$ cat src/rtl/pwm_pkg.sv
// pwm_pkg: shared widths, channel count and types for the PWM output stage
package pwm_pkg;
    localparam int PWM_WIDTH = 8;
    localparam int NUM_CH = 16;
    localparam int CLK_DIV_DEFAULT = 13;
    localparam logic [PWM_WIDTH-1:0] DUTY_FULL = 8'hFF;
    typedef logic [NUM_CH-1:0] ch_mask_t;
endpackage

$ cat src/rtl/pwm_timebase.sv
// pwm_timebase: prescaler plus 8-bit period counter shared by all PWM channels
// Ports: clk, rst (async, active high); pwm_cnt = period position,
// tick = prescaler terminal count, wrap = last tick of a period (255 -> 0).
module pwm_timebase
    import pwm_pkg::*;
#(
    parameter int CLK_DIV = CLK_DIV_DEFAULT
) (
    input  logic                 clk,
    input  logic                 rst,
    output logic [PWM_WIDTH-1:0] pwm_cnt,
    output logic                 tick,
    output logic                 wrap
);
    logic [7:0] div_cnt;

    assign tick = div_cnt == 8'(CLK_DIV - 1);
    assign wrap = tick && pwm_cnt == '1;

    always_ff @(posedge clk or posedge rst)
        if (rst) begin
            div_cnt <= '0;
            pwm_cnt <= '0;
        end else begin
            div_cnt <= tick ? '0 : div_cnt + 8'd1;
            pwm_cnt <= pwm_cnt + PWM_WIDTH'(tick);
        end
endmodule

$ cat src/rtl/pwm_peripheral.sv
// pwm_peripheral: 16-channel PWM output stage fed by the SPI enable/duty registers
// Ports: clk, rst (async, active high); en_reg_out_* = per-channel output enable,
// en_reg_pwm_* = per-channel PWM select, pwm_duty_cycle = shared duty (0xFF = 100 %);
// out = registered pins, period_start = one-clk pulse when a new period begins.
// Build option PWM_DUTY_SHADOW_EN: duty is latched at each period boundary so a
// duty write never reshapes the period in flight; otherwise duty acts immediately.
module pwm_peripheral
    import pwm_pkg::*;
#(
    parameter int CLK_DIV = CLK_DIV_DEFAULT,
    parameter int NUM_CH = pwm_pkg::NUM_CH
) (
    input  logic              clk,
    input  logic              rst,
    input  logic [7:0]        en_reg_out_7_0,
    input  logic [7:0]        en_reg_out_15_8,
    input  logic [7:0]        en_reg_pwm_7_0,
    input  logic [7:0]        en_reg_pwm_15_8,
    input  logic [7:0]        pwm_duty_cycle,
    output logic [NUM_CH-1:0] out,
    output logic              period_start
);
    ch_mask_t              en_out, en_pwm;
    logic [PWM_WIDTH-1:0]  pwm_cnt, duty_eff;
    logic                  tick, wrap, pwm_lvl;

    assign en_out = {en_reg_out_15_8, en_reg_out_7_0};
    assign en_pwm = {en_reg_pwm_15_8, en_reg_pwm_7_0};

    pwm_timebase #(.CLK_DIV(CLK_DIV)) u_timebase (
        .clk(clk),
        .rst(rst),
        .pwm_cnt(pwm_cnt),
        .tick(tick),
        .wrap(wrap)
    );

`ifdef PWM_DUTY_SHADOW_EN
    logic [PWM_WIDTH-1:0] duty_shadow;

    always_ff @(posedge clk or posedge rst)
        if (rst) duty_shadow <= '0;
        else if (wrap) duty_shadow <= pwm_duty_cycle;

    assign duty_eff = duty_shadow;
`else
    assign duty_eff = pwm_duty_cycle;
`endif

    // full scale is forced high so 0xFF has no low state at count 255
    assign pwm_lvl = duty_eff == DUTY_FULL || pwm_cnt < duty_eff;

    always_ff @(posedge clk or posedge rst)
        if (rst) begin
            out          <= '0;
            period_start <= 1'b0;
        end else begin
            out          <= en_out & (~en_pwm | {NUM_CH{pwm_lvl}});
            period_start <= wrap;
        end

    // a period can only end on a prescaler step
    assert property (@(posedge clk) disable iff (rst) wrap |-> tick);
endmodule

$ cat config.mk
export PLATFORM = sky130hd
export DESIGN_NAME = pwm_peripheral
export DESIGN_NICKNAME = d
export VERILOG_FILES = /design/src/rtl/pwm_pkg.sv /design/src/rtl/pwm_timebase.sv /design/src/rtl/pwm_peripheral.sv
export SDC_FILE = /design/constraint.sdc
export NUM_CORES = 1
export LEC_CHECK = 0
export CAP_MARGIN = 20
export CORE_MARGIN = 2
export CORE_UTILIZATION = 39
export CTS_CLUSTER_DIAMETER = 80
export CTS_CLUSTER_SIZE = 14
export DETAILED_ROUTE_END_ITERATION = 8
export HOLD_SLACK_MARGIN = 0.1
export PLACE_DENSITY = 0.82
export RECOVER_POWER = 50
export SYNTH_ARGS = -nofsm -noshare
export SYNTH_HDL_FRONTEND = slang
export SYNTH_SLANG_ARGS = --single-unit
$ cat constraint.sdc
create_clock -name clk -period 1.64 [get_ports clk]
set_input_delay 0.164 -clock clk [delete_from_list [all_inputs] [get_ports clk]]
set_output_delay 0.164 -clock clk [all_outputs]
set_load 0.05 [all_outputs]
==> results of run 1 <==
[synthesized netlist by cell type, drive strengths merged (2+ instances only)]
master,instances
dfrtp,33
and4,2
xnor2,8
nand4,3
nor2,7
xor2,4
a21boi,16
ha,11
nand3,8
and3,4
inv,10
[metrics by stage]
step	worst slack, ns	area, µm²	util (%)
global route	-0.0768	2480	66.2
detailed placement	-0.458	2290	61.1
global placement	-0.296	2290	61.1
floorplan	-0.0701	1580	-
CTS	-0.0290	2480	66.3
finish	-0.00414	2480	66.2
[worst reg2reg max path, delay by kind of cell (launching register included)]
family / cells / cell delay (ns)
and+or+nand+nor: 4 / 0.64
xor gates and xnor gates: 1 / 0.12
DFF: 1 / 0.38
adders and majority gates: 2 / 0.39
[worst paths after layout]
path / from / to / slack [ns]
worst max-delay path: u_timebase.div_cnt[7] / u_timebase.pwm_cnt[4] / -0.004
worst min-delay path: en_reg_pwm_15_8[4] / out[12] / 0.44
worst max register to register: u_timebase.div_cnt[7] / u_timebase.pwm_cnt[4] / -0.004
worst min register to register: u_timebase.div_cnt[6] / u_timebase.div_cnt[6] / 0.56
max in group asynchronous: rst / out[15] / 0.60
min in group asynchronous: rst / out[13] / 0.55
[kinds of logic after synthesis]
group           synth area share [%]
flops                           53.4
simple gates                    11.7
compound gates                  16.0
xor+xnor                        6.80
buf+inv                         3.16
fa+ha+maj                       8.90
[cells in the final DEF (no fill, tap or decap), types with 4 or more instances in the layout]
master	Yosys	routed
clkdlybuf4s50_1	0	38
xor2_1	4	4
dfrtp_1	33	33
buf_4	0	32
clkbuf_8	0	5
xnor2_1	8	8
and3_1	4	4
ha_4	0	6
nor2_1	7	6
inv_1	10	7
a21boi_2	10	16
nand3_1	8	7
ha_1	11	5
[metal layers]
metal  GRT usage [%]  up-vias
li1                -      582
met1            20.7      588
met2            34.6       54
met3            9.12        6
met4            9.44        0
met5               0        -
[state kept, by name (all words and copies together), names as in the netlist]
register            flops
out                    16
u_timebase.div_cnt      8
u_timebase.pwm_cnt      8
period_start            1
[layout make-up]
cell class              instances  area (µm²)
clock inverters                 3        17.5
clock buffers                   5        68.8
multi-input cells              75         785
flip-flops and latches         33         826
repair buffers                 76         683
well taps                      48        60.1
fillers                       275        1270
inverters                      10        37.5
[what timing repair did]
item	in CTS	in global routing
buffers inserted	2	3
cloned	1	0
endpoints found under the setup margin	18	21
pin swaps	22	3
gates resized for setup	21	5
[power groups by stage]
stage	combinational, mW	clock [mW]	sequential (mW)
6_report	0.292	0.601	0.840
3_3_place_gp	0.274	0	0.855
4_1_cts	0.295	0.623	0.840
3_5_place_dp	0.283	0	0.855
5_1_grt	0.311	0.648	0.842
2_1_floorplan	0.0524	0	0.930
==> flow_summary_export.csv, run 1 <==
group,metric,value,unit
run_status,status,"finished, violations left",
run_status,violations,"setup timing",
placed_design,hpwl,2730,µm
die,rows,22,
sta,period_needed,1.64,ns
die,design.die.area,0.00448,mm²
grt,grt_pass1_wl,6450,µm
power,p_total,1.73,mW
placed_design,place.gp.congestion,0.803,
clocking,worstSkewPairLatency,0.28,ns
logic_synthesis,synthFlopType,"dfrtp_1",
detailed_routing,num_vias,1230,
logic_synthesis,ys_ff_latch,33,
clocking,ctsHoldBuffers,0,
logic_synthesis,async_reset_ff_share,100,%
detailed_routing,wl_met1,1440,µm
clocking,clock_sink_count,33,
sta,setup_viol,1,
sta,finalHoldViolCount,0,
detailed_routing,drc_errors,0,
die,core_area,0.00374,mm²
power,p_leak,1.14,nW
power,clkPwrFrac,34.7,%
die,initial_core_util,41.3,%
logic_synthesis,synth.distinct_cells,25,
detailed_routing,avgViaCountPerCell,4.92,
logic_synthesis,syn_avg_cell_area,13.0,µm²
logic_synthesis,yosysWarnings,0,
sta,finalMaxSlewViolations,0,
detailed_routing,detail_route.wl_per_cell,15.0,µm
logic_synthesis,netlist_area,0.00155,mm²
logic_synthesis,synth-seq-area-share,53.4,%
power,peakVddDrop,468,µV
critical_path,slowest_delay,0.38,ns
die,die_y,67.0,µm
critical_path,rr_worst_depth,7,
critical_path,path_cells,"nor2_1, nand3_1, nor4b_4, ha_4, ha_4, nand3_2, xnor2_1",
die,die_w,67.0,µm
critical_path,required,1.81,ns
cells_and_area,drive_gt1_share,37.6,%
critical_path,crit_arrival,1.81,ns
logic_synthesis,synthTopCellsByArea,"dfrtp_1, ha_1, a21boi_2, xnor2_1, a21boi_0",
critical_path,worstSetupPathDepth,7,
sta,max-slew-margin-rel,48.5,%
logic_synthesis,synth_edf_count,0,
sta,max_freq,608,MHz
sta,fin_crit_sh,100,%
logic_synthesis,synth_cells,119,
placed_design,portBuffers,58,
sta,worstMarginPinSlew,0.772,ns
clocking,cts_tree,"done",
clocking,htreeDepth,2,
cells_and_area,finalNonFillerCells,250,
power,pwr-share-comb,16.8,%
critical_path,critPathLaunchType,"register",
critical_path,cp_top_family,"simple AND/OR/NAND/NOR gates",
clocking,cts-root-buf,"clkbuf_8",
critical_path,endpoint_kind,"register",
detailed_routing,dr_wl_met3,364,µm
clocking,numCtsBuffers,5,
detailed_routing,routed.top_layer,"met4",
detailed_routing,dr.pass1.iters,4,
power,p_sw,461,µW
cells_and_area,area_delta_synth_final,60.2,%
flow_run,drv_cap,0,
min_path,min_path_cells,2,
cells_and_area,num_antenna_cells,0,
placed_design,dpl.cell_count,238,
detailed_routing,dr.first_iter.drc_count,12,
logic_synthesis,synth_fp_nets,172,
power,p_int,1.27,mW
min_path,hp-class,"in2reg",
sta,worst_slack,-0.00414,ns
grt,grtUsageTotal,20.1,%
detailed_routing,drtAntennaViolNets,0,
critical_path,critPathKind,"reg2reg",
power,pwr_density_cell,699,mW/mm²
sta,tns,-0.00414,ns
grt,first_global_vias,1383,
critical_path,path_buf_inv,0,
detailed_routing,drt_wl_total,3750,µm
grt,grt_max_degree,34,
power,sw_frac_of_total,26.6,%
cells_and_area,fin_nets,254,
power,seqPwrFrac,48.5,%
sta,skew,0.00668,ns
logic_synthesis,yosys.area.top_type,"dfrtp_1",
detailed_routing,wl_met2,1880,µm
clocking,clock_tree.buffer_depth,2,
critical_path,crit_slowest_cell,"dfrtp_1",
grt,antenna_found_initial,0,
clocking,clk_pin_slew,0.07,ns
critical_path,cp_max_fo,4,
die,ios,59,
grt,gr-total-overflow,0,
logic_synthesis,yosys.area.top_type_share,53.4,%
sta,holdWs,0.436,ns
sta,grt_setup_unrepaired,"true",
critical_path,cp_common_cell,"ha_4",
No activity file was read; power rests on OpenSTA's default activity.
==> run 2, diff against run 1 <==
--- a/config.mk
+++ b/config.mk
@@ -17,3 +17,4 @@
 export SYNTH_ARGS = -nofsm -noshare
 export SYNTH_HDL_FRONTEND = slang
 export SYNTH_SLANG_ARGS = --single-unit
+export TNS_END_PERCENT = 1
==> flow_summary_export.csv, run 2 (same netlist as run 1, synthesis figures left out) <==
group,metric,value,unit
cells_and_area,num_antenna_cells,0,
cells_and_area,fin_nets,255,
detailed_routing,drc_errors,0,
grt,grt_max_degree,34,
critical_path,path_cells,"ha_4, and4_1, o21ai_2, o32ai_4, buf_6, buf_16, a21boi_2",
grt,gr-total-overflow,0,
cells_and_area,post-route-util,66.1,%
die,initial_core_util,41.3,%
die,rows,22,
grt,grt_pass1_wl,5950,µm
clocking,cts_tree,"done",
grt,grtUsageTotal,18.4,%
flow_run,drv_cap,0,
critical_path,endpoint_kind,"register",
sta,worst_slack,-0.121,ns
placed_design,place.gp.congestion,0.750,
placed_design,dpl_worst_slack,-0.482,ns
power,pwr_density_cell,693,mW/mm²
cells_and_area,top_regs,"out: 16 flops, u_timebase.div_cnt: 8 flops, u_timebase.pwm_cnt: 8 flops",
grt,antenna_found_initial,0,
sta,max_freq,568,MHz
detailed_routing,avgViaCountPerCell,4.74,
min_path,hp-class,"in2reg",
power,peakVddDrop,459,µV
clocking,numCtsBuffers,5,
detailed_routing,drt_wl_total,3500,µm
sta,fin_crit_sh,107,%
sta,finalMaxSlewViolations,0,
detailed_routing,dr.first_iter.drc_count,27,
cells_and_area,top_register,"out",
critical_path,required,1.82,ns
sta,finalHoldViolCount,0,
critical_path,cp_max_fo,5,
die,die_w,67.0,µm
clocking,clk_pin_slew,0.07,ns
run_status,violations,"setup timing",
sta,grt_setup_unrepaired,"true",
clocking,cts-root-buf,"clkbuf_8",
placed_design,portBuffers,58,
critical_path,slowest_delay,0.41,ns
sta,setup_viol,16,
detailed_routing,dr.pass1.iters,4,
cells_and_area,drive_gt1_share,31.5,%
sta,period_needed,1.76,ns
clocking,htreeDepth,2,
run_status,status,"finished, violations left",
sta,worstMarginPinSlew,0.806,ns
clocking,clock_tree.buffer_depth,2,
critical_path,path_buf_inv,2,
cells_and_area,largest_reg_flops,16,
critical_path,cp_top_family,"compound AO/OA/AOI/OAI gates",
sta,max-slew-margin-rel,46.2,%
critical_path,critPathLaunchType,"register",
critical_path,crit_arrival,1.94,ns
critical_path,critPathKind,"reg2reg",
detailed_routing,detail_route.wl_per_cell,13.9,µm
critical_path,crit_slowest_cell,"dfrtp_1",
power,p_total,1.71,mW
detailed_routing,drtAntennaViolNets,0,
cells_and_area,area_delta_synth_final,60.0,%
grt,first_global_vias,1339,
clocking,clock_sink_count,33,
cells_and_area,final_cell_mix,"clkdlybuf4s50_1, dfrtp_1, buf_4",
die,core_area,0.00374,mm²
placed_design,hpwl,2670,µm
sta,skew,0.00576,ns
die,design.die.area,0.00448,mm²
die,ios,59,
power,p_leak,1.14,nW
die,die_y,67.0,µm
clocking,worstSkewPairLatency,0.28,ns
detailed_routing,num_vias,1190,
clocking,ctsHoldBuffers,0,
cells_and_area,layout_commonest_cell,"clkdlybuf4s50_1",
run 2: area by class of cell:
| class | count | area (µm²) |
|---|---|---|
| Fill cell | 270 | 1270 |
| Clock inverter | 2 | 10.0 |
| Inverter | 10 | 37.5 |
| Sequential cell | 33 | 826 |
| Multi-Input combinational cell | 75 | 744 |
| Timing Repair Buffer | 77 | 723 |
| Tap cell | 48 | 60.1 |
| Clock buffer | 6 | 72.6 |
run 2: worst paths after layout:
| check | start | end | slack (ns) | cells after the start |
|---|---|---|---|---|
| worst min-delay path | en_reg_out_7_0[4] | out[4] | 0.43 | 2 |
| max in group asynchronous | rst | out[14] | 0.58 | 3 |
| worst max-delay path | u_timebase.pwm_cnt[6] | out[8] | -0.12 | 7 |
| worst min register to register | u_timebase.pwm_cnt[4] | u_timebase.pwm_cnt[4] | 0.55 | 2 |
| worst max register to register | u_timebase.pwm_cnt[6] | out[8] | -0.12 | 7 |
| min in group asynchronous | rst | out[8] | 0.55 | 3 |
run 2: power by group:
group          internal [mW]  switching, mW  leakage [nW]
combinational          0.141          0.141         0.690
clock                  0.294          0.296        0.0450
sequential             0.834        0.00665         0.404
total                   1.27          0.444          1.14
run 2: stage by stage:
stage	instance area (µm²)	std cells	setup TNS, ns	hold WS [ns]
floorplan	1570	119	-0.599	0.237
global placement	2280	238	-6.07	0.526
detailed placement	2280	238	-7.26	0.547
CTS	2450	250	-1.27	0.281
global route	2470	251	-3.11	0.429
finish	2470	251	-1.38	0.429
run 2: worst reg2reg max path: stages (launching register included):
cell and delay [ns]:
dfrtp_1 0.41, ha_4 0.29, and4_1 0.20, o21ai_2 0.08, o32ai_4 0.36, buf_6 0.17, buf_16 0.11, a21boi_2 0.04
run 2: per-layer routing:
metal  wire, µm  vias to the layer above  track usage (%)
met5          0                        -                0
met4         58                        0             6.12
met3        348                        7             7.43
met2       1680                       57             31.9
li1           -                      578                -
met1       1410                      548             20.3
run 2: timing repair:
item	4_1_cts	5_1_grt
cloned	1	0
setup endpoints to repair	21	21
resized for setup	10	2
pin swaps	15	2
setup buffers	3	1
==> run 3, diff against run 2 <==
--- a/config.mk
+++ b/config.mk
@@ -8,6 +8,7 @@
 export CAP_MARGIN = 20
 export CORE_MARGIN = 2
 export CORE_UTILIZATION = 39
+export CTS_BUF_LIST = sky130_fd_sc_hd__clkbuf_16
 export CTS_CLUSTER_DIAMETER = 80
 export CTS_CLUSTER_SIZE = 14
 export DETAILED_ROUTE_END_ITERATION = 8
==> constraint.sdc (replaced) <==
create_clock -name clk -period 1.64 [get_ports clk]
set_input_delay 0.164 -clock clk [delete_from_list [all_inputs] [get_ports clk]]
set_output_delay 0.164 -clock clk [all_outputs]
set_load 0.005 [all_outputs]
==> flow_summary_export.csv, run 3 (same netlist as run 1, synthesis figures left out) <==
group,metric,value,unit
detailed_routing,wl_met2,1910,µm
cells_and_area,area_delta_synth_final,69.3,%
placed_design,hpwl,2620,µm
sta,worst_slack,-0.0622,ns
cells_and_area,multiInputGateArea,778,µm²
critical_path,critPathLaunchType,"register",
critical_path,critPathKind,"reg2reg",
cells_and_area,finalNonFillerCells,253,
clocking,clock_tree.buffer_depth,2,
sta,worstMarginPinSlew,0.807,ns
clocking,htreeDepth,2,
placed_design,portBuffers,58,
sta,max-slew-margin-rel,46.2,%
placed_design,dpl.cell_count,238,
cells_and_area,final_cell_mix,"clkdlybuf4s50_1, dfrtp_1, buf_4",
detailed_routing,avgViaCountPerCell,5.03,
sta,skew,0.00397,ns
grt,grt_max_degree,34,
die,core_area,0.00374,mm²
critical_path,slowest_delay,0.39,ns
cells_and_area,num_antenna_cells,0,
detailed_routing,drtAntennaViolNets,0,
run_status,status,"finished, violations left",
sta,tns,-0.572,ns
cells_and_area,seqCellArea,826,µm²
clocking,clock_sink_count,33,
sta,finalMaxSlewViolations,0,
die,initial_core_util,41.3,%
grt,grt_pass1_wl,6240,µm
cells_and_area,top_regs,"out: 16 flops, u_timebase.div_cnt: 8 flops, u_timebase.pwm_cnt: 8 flops",
power,p_total,1.95,mW
sta,holdWs,0.436,ns
die,rows,22,
die,die_y,67.0,µm
cells_and_area,largest_reg_flops,16,
clocking,cts_tree,"done",
cells_and_area,post-route-util,69.9,%
grt,grtUsageTotal,19.6,%
detailed_routing,num_vias,1273,
critical_path,rrSetupSlack,-0.06,ns
clocking,worstSkewPairLatency,0.28,ns
grt,first_global_vias,1349,
cells_and_area,top_register,"out",
critical_path,required,1.80,ns
placed_design,dpl_worst_slack,-0.507,ns
sta,grt_setup_unrepaired,"true",
power,peakVddDrop,701,µV
sta,max_freq,587,MHz
die,ios,59,
cells_and_area,fillers,250,
die,design.die.area,0.00448,mm²
critical_path,crit_slowest_cell,"dfrtp_1",
power,p_leak,1.18,nW
detailed_routing,routed.top_layer,"met4",
sta,fin_crit_sh,104,%
cells_and_area,final_cell_area,0.00262,mm²
detailed_routing,detail_route.wl_per_cell,15.6,µm
flow_run,drv_cap,0,
critical_path,endpoint_kind,"register",
cells_and_area,fin_nets,257,
sta,finalHoldViolCount,0,
detailed_routing,dr.first_iter.drc_count,20,
cells_and_area,layout_commonest_cell,"clkdlybuf4s50_1",
sta,setup_viol,13,
placed_design,place.gp.congestion,0.782,
cells_and_area,drive_gt1_share,27.8,%
grt,antenna_found_initial,0,
detailed_routing,dr.pass1.iters,4,
critical_path,path_cells,"ha_1, and4_1, o21ai_2, o32ai_4, buf_6, buf_12, a21boi_4",
detailed_routing,drt_wl_total,3960,µm
grt,gr-total-overflow,0,
clocking,ctsHoldBuffers,0,
detailed_routing,wl_met1,1470,µm
min_path,hp-class,"in2reg",
detailed_routing,dr_wl_met3,470,µm
critical_path,cp_max_fo,5,
die,die_w,67.0,µm
run_status,violations,"setup timing",
clocking,cts-root-buf,"clkbuf_16",
clocking,numCtsBuffers,5,
detailed_routing,drc_errors,0,
power,pwr_density_cell,746,mW/mm²
clocking,clk_pin_slew,0.05,ns
placed_design,placed_area,0.00231,mm²
sta,period_needed,1.70,ns
critical_path,crit_arrival,1.87,ns
run 3: final timing paths:
check,start,to,cells after the start
hold / removal,en_reg_out_7_0[1],out[1],2
setup reg to reg,u_timebase.pwm_cnt[4],out[6],7
setup / recovery,u_timebase.pwm_cnt[4],out[6],7
hold reg to reg,u_timebase.div_cnt[0],u_timebase.div_cnt[0],2
min in group asynchronous,rst,out[8],3
max in group asynchronous,rst,u_timebase.pwm_cnt[6],3
run 3: cell type report:
class | instances | share of cell area, %
inverter | 10 | 1.43
timing repair buffer | 79 | 29.7
sequential | 33 | 31.5
clock buffer | 5 | 4.78
multi-input combinational | 75 | 29.7
tap | 48 | 2.29
clock inverter | 3 | 0.526
run 3: critical path: cells and delay by family, from the launching register on:
family	cells	cell delay, ns
DFF	1	0.39
buffers and inverters	2	0.27
AOI/OAI and AO/OA	3	0.41
adders and majority gates	1	0.30
and+or+nand+nor	1	0.22
run 3: where the power goes:
part           leakage (nW)  switching, mW  internal (mW)
clock                0.0748          0.333          0.550
combinational         0.703         0.0763          0.152
sequential            0.404        0.00599          0.836
total                  1.18          0.416           1.54
run 3: routing by layer:
layer  track usage [%]  up-vias
li1                  -      581
met1              20.3      613
met2              32.8       67
met3              10.6       12
met4              8.42        0
met5                 0        -
run 3: timing repair:
item                       CTS  global route
pin swaps                   17             4
setup endpoints to repair   20            22
buffers inserted             5             1
resized for setup           15             8
gates cloned                 1             0
